File: src/rtl/adc_scan_scheduler.sv
// Scan/override scheduler for a pipelined single-frame SPI ADC engine.
// Results arrive one frame late and are retagged with the previous frame's channel.
module adc_scan_scheduler #(
  parameter int unsigned SCAN_DIV    = 50000,
  parameter int unsigned TIMEOUT_CYC = 4096
) (
  input  logic        clk,
  input  logic        rst,
  input  logic        scan_en,
  input  logic [7:0]  ch_enable,
  input  logic        ovr_req,
  input  logic [2:0]  ovr_ch,
  output logic        ovr_ack,
  output logic        frm_start,
  output logic [2:0]  frm_addr,
  input  logic        frm_busy,
  input  logic        frm_done,
  input  logic [11:0] frm_data,
  output logic        res_valid,
  output logic [2:0]  res_ch,
  output logic [11:0] res_data,
  output logic        res_ovr,
  output logic        scan_busy,
  output logic        scan_done,
  output logic        scan_overrun,
  output logic        err_timeout,
  input  logic        err_clr
);
  localparam int unsigned DIV_W = (SCAN_DIV > 2) ? $clog2(SCAN_DIV) : 1;
  localparam int unsigned TMO_W = (TIMEOUT_CYC > 2) ? $clog2(TIMEOUT_CYC) : 1;
  localparam logic [DIV_W-1:0] DIV_LAST = DIV_W'(SCAN_DIV - 1);
  localparam logic [TMO_W-1:0] TMO_LAST = TMO_W'(TIMEOUT_CYC - 1);

  typedef enum logic [1:0] {S_IDLE, S_ISSUE, S_WAIT, S_POST} state_t;

  state_t           r_state;
  logic [DIV_W-1:0] r_div;
  logic [TMO_W-1:0] r_tmo;
  logic             r_scan_pending;
  logic [7:0]       r_rem;
  logic             r_cur_ovr, r_cur_flush, r_cur_last;
  logic [2:0]       r_prev_ch;
  logic             r_prev_ovr, r_prev_valid, r_prev_last;
  logic             r_ovr_sent;
  logic             r_ovr_ack, r_frm_start, r_res_valid, r_res_ovr;
  logic [2:0]       r_frm_addr, r_res_ch;
  logic [11:0]      r_res_data;
  logic             r_scan_busy, r_scan_done, r_scan_overrun, r_err_timeout;

  logic             w_ovr_go, w_take_scan;
  logic [7:0]       w_src, w_src_rest;
  logic [2:0]       w_scan_ch;

  function automatic logic [2:0] f_lowest(input logic [7:0] m);
    logic [2:0] idx;
    logic       found;
    idx   = '0;
    found = 1'b0;
    for (int unsigned i = 0; i < 8; i++) begin
      if (m[i] && !found) begin
        idx   = 3'(i);
        found = 1'b1;
      end
    end
    return idx;
  endfunction

  // In IDLE the candidate mask is the live ch_enable (latched on scan start), otherwise the remaining scan set.
  always_comb begin
    w_ovr_go    = ovr_req && !r_ovr_sent;
    w_src       = (r_state == S_IDLE) ? ch_enable : r_rem;
    w_scan_ch   = f_lowest(w_src);
    w_src_rest  = w_src & ~(8'b1 << w_scan_ch);
    w_take_scan = (r_state == S_IDLE) && !w_ovr_go && r_scan_pending;
  end

  always_ff @(posedge clk) begin
    if (rst) begin
      r_state        <= S_IDLE;
      r_div          <= '0;
      r_tmo          <= '0;
      r_scan_pending <= 1'b0;
      r_rem          <= '0;
      r_cur_ovr      <= 1'b0;
      r_cur_flush    <= 1'b0;
      r_cur_last     <= 1'b0;
      r_prev_ch      <= '0;
      r_prev_ovr     <= 1'b0;
      r_prev_valid   <= 1'b0;
      r_prev_last    <= 1'b0;
      r_ovr_sent     <= 1'b0;
      r_ovr_ack      <= 1'b0;
      r_frm_start    <= 1'b0;
      r_frm_addr     <= '0;
      r_res_valid    <= 1'b0;
      r_res_ch       <= '0;
      r_res_data     <= '0;
      r_res_ovr      <= 1'b0;
      r_scan_busy    <= 1'b0;
      r_scan_done    <= 1'b0;
      r_scan_overrun <= 1'b0;
      r_err_timeout  <= 1'b0;
    end else begin
      r_frm_start <= 1'b0;
      r_res_valid <= 1'b0;
      r_res_ovr   <= 1'b0;
      r_ovr_ack   <= 1'b0;
      r_scan_done <= 1'b0;
      if (err_clr) begin
        r_scan_overrun <= 1'b0;
        r_err_timeout  <= 1'b0;
      end
      // Re-arm one cycle after the ack so a still-high ovr_req is not reissued.
      if (r_ovr_ack) r_ovr_sent <= 1'b0;

      case (r_state)
        S_IDLE, S_POST: begin
          if (w_ovr_go) begin
            r_frm_addr  <= ovr_ch;
            r_cur_ovr   <= 1'b1;
            r_cur_flush <= 1'b0;
            r_cur_last  <= 1'b0;
            r_ovr_sent  <= 1'b1;
            r_state     <= S_ISSUE;
          end else if (r_state == S_POST && r_rem != '0) begin
            r_frm_addr  <= w_scan_ch;
            r_rem       <= w_src_rest;
            r_cur_ovr   <= 1'b0;
            r_cur_flush <= 1'b0;
            r_cur_last  <= (w_src_rest == '0);
            r_state     <= S_ISSUE;
          end else if (r_state == S_POST && r_prev_valid) begin
            r_frm_addr  <= r_prev_ch;
            r_cur_ovr   <= 1'b0;
            r_cur_flush <= 1'b1;
            r_cur_last  <= 1'b0;
            r_state     <= S_ISSUE;
          end else if (w_take_scan) begin
            r_scan_pending <= 1'b0;
            if (ch_enable == '0) begin
              r_scan_done <= 1'b1;
              r_state     <= S_IDLE;
            end else begin
              r_scan_busy <= 1'b1;
              r_frm_addr  <= w_scan_ch;
              r_rem       <= w_src_rest;
              r_cur_ovr   <= 1'b0;
              r_cur_flush <= 1'b0;
              r_cur_last  <= (w_src_rest == '0);
              r_state     <= S_ISSUE;
            end
          end else begin
            r_state <= S_IDLE;
          end
        end
        S_ISSUE: begin
          if (!frm_busy) begin
            r_frm_start <= 1'b1;
            r_tmo       <= '0;
            r_state     <= S_WAIT;
          end
        end
        S_WAIT: begin
          if (frm_done) begin
            if (r_prev_valid) begin
              r_res_valid <= 1'b1;
              r_res_ch    <= r_prev_ch;
              r_res_data  <= frm_data;
              r_res_ovr   <= r_prev_ovr;
              r_ovr_ack   <= r_prev_ovr;
              if (r_prev_last) begin
                r_scan_done <= 1'b1;
                r_scan_busy <= 1'b0;
              end
            end
            r_prev_ch    <= r_frm_addr;
            r_prev_ovr   <= r_cur_ovr;
            r_prev_last  <= r_cur_last;
            r_prev_valid <= !r_cur_flush;
            r_state      <= S_POST;
          end else if (r_tmo == TMO_LAST) begin
            // Abort the scan; an unacked override is re-sent from IDLE.
            r_err_timeout <= 1'b1;
            r_prev_valid  <= 1'b0;
            r_scan_busy   <= 1'b0;
            r_rem         <= '0;
            r_ovr_sent    <= 1'b0;
            r_state       <= S_IDLE;
          end else begin
            r_tmo <= r_tmo + 1'b1;
          end
        end
        default: r_state <= S_IDLE;
      endcase

      if (!scan_en) begin
        r_div <= '0;
      end else if (r_div == DIV_LAST) begin
        r_div          <= '0;
        r_scan_pending <= 1'b1;
        if (r_scan_pending && !w_take_scan) r_scan_overrun <= 1'b1;
      end else begin
        r_div <= r_div + 1'b1;
      end
    end
  end

  assign ovr_ack      = r_ovr_ack;
  assign frm_start    = r_frm_start;
  assign frm_addr     = r_frm_addr;
  assign res_valid    = r_res_valid;
  assign res_ch       = r_res_ch;
  assign res_data     = r_res_data;
  assign res_ovr      = r_res_ovr;
  assign scan_busy    = r_scan_busy;
  assign scan_done    = r_scan_done;
  assign scan_overrun = r_scan_overrun;
  assign err_timeout  = r_err_timeout;
endmodule

File: config.mk
export PLATFORM = sky130hd
export DESIGN_NAME = adc_scan_scheduler
export DESIGN_NICKNAME = d
export VERILOG_FILES = /design/src/rtl/adc_scan_scheduler.sv
export SDC_FILE = /design/constraint.sdc
export NUM_CORES = 1
export LEC_CHECK = 0
export BUFFER_PORTS_ARGS = -buffer_cell sky130_fd_sc_hd__buf_2
export CAP_MARGIN = 5
export CORE_ASPECT_RATIO = 1.2
export CORE_MARGIN = 1
export CORE_UTILIZATION = 30
export CTS_BUF_LIST = sky130_fd_sc_hd__clkbuf_2 sky130_fd_sc_hd__clkbuf_4 sky130_fd_sc_hd__clkbuf_8
export DETAILED_ROUTE_END_ITERATION = 10
export HOLD_SLACK_MARGIN = 0.03
export SLEW_MARGIN = 20
export SYNTH_ARGS = -nofsm -noshare
export SYNTH_HDL_FRONTEND = slang
export SYNTH_SLANG_ARGS = --single-unit
File: constraint.sdc
create_clock -name clk -period 4.3 [get_ports clk]
set_clock_uncertainty 0.1 [all_clocks]
set_input_delay 0.215 -clock clk [delete_from_list [all_inputs] [get_ports clk]]
set_output_delay 0.215 -clock clk [all_outputs]
set_load 0.01 [all_outputs]
==> impl_metrics.env, run 1 <==
export IMPL_ys_ff_latch=74
export IMPL_final_cells=688
export IMPL_worstMarginPinSlew_ps=999
export IMPL_clock_latency_ps=360
export IMPL_crit_path_end_kind="register"
export IMPL_vias=3574
export IMPL_cp_start_kind="register"
export IMPL_status="completed"
export IMPL_chipWidth_um=104
export IMPL_power_internal_mw=1.06
export IMPL_synth_cell_type_count=60
export IMPL_layout_drive_gt1_share_pct=16.9
export IMPL_ant_nets=0
export IMPL_power_switching_uw=452
export IMPL_nNetsFinal=558
export IMPL_synthArstFlopShare_pct=0
export IMPL_slew_headroom_pct=33.4
export IMPL_gp_congestion=0.877
export IMPL_leakagePower_nw=1.61
export IMPL_layout_common_cells="74 x dfxtp_1, 68 x nand2_1, 55 x buf_2, 54 x nor2_1, 46 x a21oi_1"
export IMPL_cts_buffers=9
export IMPL_antenna_found_initial=0
export IMPL_drc_errors=0
export IMPL_worstPathRequired_ps=4420
export IMPL_synth_fp_nets=501
export IMPL_syn_to_final_growth_pct=19.1
export IMPL_synthCells=465
export IMPL_path_class="register to register"
export IMPL_drt_total_wl_mm=9.68
export IMPL_min_path_type="input port to register"
export IMPL_switching_share_pct=29.8
export IMPL_setup_tns_ps=0
export IMPL_drtPass1Iterations=4
export IMPL_fin_crit_ps=2880
export IMPL_io_buffer_count=55
export IMPL_cts_path_max_buffers=2
export IMPL_start_util_pct=30.9
export IMPL_min_period_over_period_pct=67.1
export IMPL_ys_warn_count=0
export IMPL_antenna_cells=0
export IMPL_dieArea_um2=12900
export IMPL_grt_max_degree=35
export IMPL_synthesis_area_um2=3740
export IMPL_p_clk_share_pct=37.8
export IMPL_hold_buffers=13
export IMPL_ys_flop_type="dfxtp_1"
export IMPL_root_buffer="clkbuf_8"
export IMPL_post_drt_wl_per_cell_um=14.1
export IMPL_yosysSeqAreaShare_pct=39.6
export IMPL_maxSlewViolCount=0
export IMPL_synth_edf_count=0
export IMPL_avgSynthCellArea_um2=8.04
export IMPL_viasPerCell=5.19
export IMPL_grt_pass1_wl_mm=16.2
export IMPL_dpl_hpwl_mm=6.96
export IMPL_seq_power_share_pct=47.0
export IMPL_combPwrFrac_pct=15.3
export IMPL_crit_arrival_ps=3000
export IMPL_crit_fanout=27
export IMPL_post_cts_resized=0
export IMPL_ios=56
export IMPL_grt_pass1_vias=3377
export IMPL_cts_tree="done"
export IMPL_drtIter0Drc=186
export IMPL_hold_viol_final=0
export IMPL_track_usage_pct=15.3
export IMPL_cts_sinks=74
export IMPL_vdd_drop_max_mv=0.165
export IMPL_cts_max_level=3
export IMPL_clk_pin_slew_ps=90
export IMPL_dp_cells=659
export IMPL_max_freq_mhz=347
export IMPL_layout_commonest_cell="dfxtp_1"
export IMPL_overflow=0
export IMPL_power_per_cell_area_nw_per_um2=340
export IMPL_rsz0062_at_grt="no"
export IMPL_fill_cells=1297
export IMPL_num_rows=44
export IMPL_die_h_um=124
export IMPL_core_area_um2=12100
export IMPL_drv_cap=0
export IMPL_setup_viol=0
export IMPL_cts_setup_buffers=0
Yosys cell counts (2+ instances only):
cell type / n / area [um^2]
dfxtp_1: 74 / 1480
nand2_1: 68 / 255
nor2_1: 54 / 203
a21oi_1: 46 / 230
nand3_1: 20 / 100
o21ai_0: 18 / 90.1
xnor2_1: 17 / 149
clkbuf_1: 16 / 60.1
inv_1: 13 / 48.8
nand4_1: 13 / 81.3
nand2b_1: 8 / 50.1
nor3_1: 8 / 40.0
xor2_1: 7 / 61.3
a211oi_1: 6 / 45.0
ha_1: 6 / 75.1
mux2i_1: 6 / 60.1
a2111oi_0: 4 / 35.0
a21o_1: 4 / 30.0
nand3b_1: 4 / 30.0
nor4_1: 4 / 25.0
o31ai_1: 4 / 30.0
a2111oi_2: 3 / 45.0
a31oi_1: 3 / 18.8
and2_1: 3 / 18.8
and3_1: 3 / 18.8
buf_1: 3 / 11.3
buf_6: 3 / 33.8
nor2b_1: 3 / 18.8
o22ai_1: 3 / 18.8
o32ai_1: 3 / 26.3
a221oi_1: 2 / 17.5
and4_2: 2 / 20.0
nor4b_1: 2 / 17.5
nor4bb_1: 2 / 20.0
o2111ai_1: 2 / 17.5
o21a_1: 2 / 15.0
or4_1: 2 / 15.0
or4_4: 2 / 22.5
metrics by stage:
stage	hold slack (ps)	setup slack (ps)	utilization (%)	cell area, um^2	power [mW]
floorplan	251	1950	-	3740	0.884
global placement	340	1580	34.0	4110	0.947
detailed placement	344	1440	34.0	4110	0.949
CTS	43.2	1400	36.8	4450	1.53
global route	66.0	1200	36.8	4450	1.60
finish	56.5	1420	36.8	4450	1.52
area by class of cell:
| type | count | area (um^2) | share of cell area [%] |
|---|---|---|---|
| multi-input cells | 354 | 2090 | 47.0 |
| flip-flops and latches | 74 | 1480 | 33.3 |
| repair buffers | 70 | 420 | 9.44 |
| well taps | 161 | 201 | 4.52 |
| clock buffers | 9 | 124 | 2.78 |
| clock inverters | 7 | 86.3 | 1.94 |
| inverters | 13 | 48.8 | 1.10 |
sequential cells by signal, indices dropped and copies added, names as in the netlist, 2 cells and up:
register and count:
r_prev_ch 3, res_data 12, r_rem 8, frm_addr 3, r_tmo 12, r_div 16, r_state 2, res_ch 3
metal layers:
layer	global-route usage [%]	wire length, um
met2	27.0	4820
met4	5.04	208
met3	3.61	384
met5	0	0
met1	18.2	4270
path summary, 6_finish.rpt:
path | start | cells after the start | slack, ps | end
worst max-delay path | r_state[0] | 7 | 1420 | r_tmo[9]
worst min-delay path | err_clr | 3 | 60 | scan_overrun
worst max register to register | r_state[0] | 7 | 1420 | r_tmo[9]
worst min register to register | r_prev_ovr | 2 | 360 | r_prev_ovr
critical path, stage by stage (launching register included):
cell and delay (ps):
dfxtp_1 350, inv_1 90, ha_1 820, nor2_1 150, or4_4 580, a2111oi_2 410, xnor2_1 180, nor2_1 60
power groups by stage:
stage,clock [mW],combinational (mW),sequential [mW]
after floorplan,0,0.159,0.725
after global placement,0,0.219,0.728
after detailed placement,0,0.220,0.729
after CTS,0.585,0.231,0.712
after global routing,0.625,0.255,0.715
final,0.573,0.231,0.712
cells by family after synthesis:
group / after synthesis / share of synthesized area, %
AOI/OAI and AO/OA: 112 / 20.0
xor gates and xnor gates: 24 / 5.62
adders and majority gates: 6 / 2.01
buffers and inverters: 37 / 4.45
DFF: 74 / 39.6
muxes: 6 / 1.61
and+or+nand+nor: 206 / 26.7
No activity file was read; power rests on OpenSTA's default activity.
==> inputs of run 2 (changes only) <==
clock period = 2.9 ns   (was 4.3 ns; I/O delays follow)
==> run 2 against run 1 <==
  * Utilization rose by 0.38 points
  * Design area rose by 1.0%
  * Die area did not move
  * Critical path depth did not move
  * Final cell count rose by 0.58%
  * Power rose by 52%
  * Sequential share of layout area fell by 0.34 points
  * Combinational power rose by 53%
==> impl_metrics.env, run 2 (same netlist as run 1, synthesis figures left out) <==
export IMPL_slew_headroom_pct=50.8
export IMPL_cp_start_kind="register"
export IMPL_path_class="register to register"
export IMPL_combPwrFrac_pct=15.3
export IMPL_viasPerCell=5.05
export IMPL_slowest_delay_ps=590
export IMPL_root_buffer="clkbuf_8"
export IMPL_grt_max_degree=30
export IMPL_vias=3494
export IMPL_num_rows=44
export IMPL_drc_errors=0
export IMPL_nNetsFinal=562
export IMPL_ios=56
export IMPL_crit_arrival_ps=2580
export IMPL_gp_congestion=0.855
export IMPL_leakagePower_nw=1.64
export IMPL_max_freq_mhz=408
export IMPL_antenna_cells=0
export IMPL_drtPass1Iterations=4
export IMPL_largest_reg_flops=16
export IMPL_worstPathRequired_ps=3030
export IMPL_post_drt_wl_per_cell_um=13.8
export IMPL_regToRegSetupSlack_ps=450
export IMPL_drt_total_wl_mm=9.54
export IMPL_setup_tns_ps=0
export IMPL_worstHoldPathCells=3
export IMPL_fin_crit_ps=2450
export IMPL_switching_share_pct=27.8
export IMPL_min_path_type="input port to register"
export IMPL_cts_tree="done"
export IMPL_dpl_hpwl_mm=6.93
export IMPL_clk_pin_slew_ps=90
export IMPL_postPlaceCellArea_um2=4140
export IMPL_rsz0062_at_grt="no"
export IMPL_grt_pass1_wl_mm=16.0
export IMPL_drtIter0Drc=237
export IMPL_timing_rr_start="r_state[0]"
export IMPL_reg2reg_to="r_tmo[11]"
export IMPL_path_cells="inv_1 > ha_1 > and2_4 > or4_4 > a2111oi_2 > xnor2_1 > nor2_1"
export IMPL_maxSlewViolCount=0
export IMPL_cts_path_max_buffers=2
export IMPL_power_switching_uw=640
export IMPL_layout_drive_gt1_share_pct=17.3
export IMPL_ant_nets=0
export IMPL_crit_fanout=12
export IMPL_vdd_drop_max_mv=0.254
export IMPL_top_register="r_div"
export IMPL_min_period_over_period_pct=84.6
export IMPL_worstMarginPinSlew_ps=736
export IMPL_status="completed"
export IMPL_fill_cells=1264
export IMPL_dieArea_um2=12900
export IMPL_setup_viol=0
export IMPL_cts_sinks=74
export IMPL_crit_slowest_cell="or4_4"
export IMPL_cts_max_level=3
export IMPL_start_util_pct=30.9
export IMPL_whs_ps=44.5
export IMPL_overflow=0
export IMPL_cts_setup_buffers=0
export IMPL_io_buffer_count=55
export IMPL_core_area_um2=12100
export IMPL_post_cts_resized=0
export IMPL_crit_path_end_kind="register"
export IMPL_p_clk_share_pct=38.8
export IMPL_layout_common_cells="74 x dfxtp_1, 68 x nand2_1, 55 x buf_2, 54 x nor2_1, 46 x a21oi_1"
export IMPL_grt_pass1_vias=3351
export IMPL_power_per_cell_area_nw_per_um2=511
export IMPL_antenna_found_initial=0
export IMPL_track_usage_pct=15.1
export IMPL_r2r_cells=7
export IMPL_drv_cap=0
export IMPL_seq_power_share_pct=45.9
export IMPL_cts_buffers=9
export IMPL_fin_area_um2=4500
export IMPL_hold_viol_final=0
export IMPL_min_to="frm_start"
export IMPL_power_internal_mw=1.66
export IMPL_chipWidth_um=104
export IMPL_die_h_um=124
export IMPL_layout_commonest_cell="dfxtp_1"
export IMPL_clock_latency_ps=360
export IMPL_hp_start="frm_busy"
export IMPL_syn_to_final_growth_pct=20.3
## run 2: cell count changes in the layout (fill, tap and decap cells not counted)
cell	previous run	this run
inv_6	1	2
buf_4	2	5
dlygate4sd3_1	13	14
bufinv_16	1	2
clkinvlp_4	1	0
clkinv_2	0	1
inv_8	2	0
## run 2: worst max path at each step
stage	cells after the start	endpoint	start	slack (ps)
floorplan	9	r_tmo[11]	r_state[0]	550
global placement	7	r_tmo[9]	r_state[0]	510
detailed placement	7	r_tmo[11]	r_state[0]	440
CTS	7	r_tmo[11]	r_state[0]	440
global route	7	r_tmo[11]	r_state[0]	270
finish	7	r_tmo[11]	r_state[0]	450
## run 2: critical path, delay by kind of cell (launching register included)
kind            cells  cell delay, ps
simple gates        3             870
xor+xnor            1             160
compound gates      1             400
flops               1             380
buf+inv             1              80
fa+ha+maj           1             330
## run 2: power groups by stage
| stage | Clock [mW] | Sequential (mW) | Combinational [mW] |
|---|---|---|---|
| 3_5_place_dp | 0 | 1.08 | 0.334 |
| 2_1_floorplan | 0 | 1.08 | 0.235 |
| 4_1_cts | 0.911 | 1.06 | 0.351 |
| 6_report | 0.892 | 1.06 | 0.353 |
| 5_1_grt | 0.964 | 1.06 | 0.389 |
| 3_3_place_gp | 0 | 1.08 | 0.333 |
## run 2: metrics by stage
step / setup WS, ps / cells / total power [mW] / util [%]
after detailed placement: 435 / 662 / 1.41 / 34.1
after floorplan: 547 / 465 / 1.31 / -
after CTS: 442 / 692 / 2.32 / 37.1
after global routing: 268 / 692 / 2.41 / 37.1
final: 447 / 692 / 2.30 / 37.1
after global placement: 514 / 662 / 1.41 / 34.1
## run 2: layout make-up
class / count / area (um^2) / share of cell area (%)
timing repair buffer: 74 / 453 / 10.1
clock buffer: 9 / 124 / 2.75
sequential: 74 / 1480 / 32.9
inverter: 13 / 48.8 / 1.08
multi-input combinational: 354 / 2090 / 46.5
tap: 161 / 201 / 4.48
clock inverter: 7 / 100 / 2.22
## run 2: what timing repair did
action                                  CTS  global route
endpoints found under the setup margin    0             0
hold endpoints to repair                 15             0
hold buffers                             14             0
## run 2: layer usage
| layer | global-route usage [%] | part of all wire, % |
|---|---|---|
| met1 | 18.4 | 45 |
| met2 | 25.5 | 48 |
| met3 | 3.98 | 4.7 |
| met4 | 5.63 | 2.1 |
| met5 | 0 | 0 |
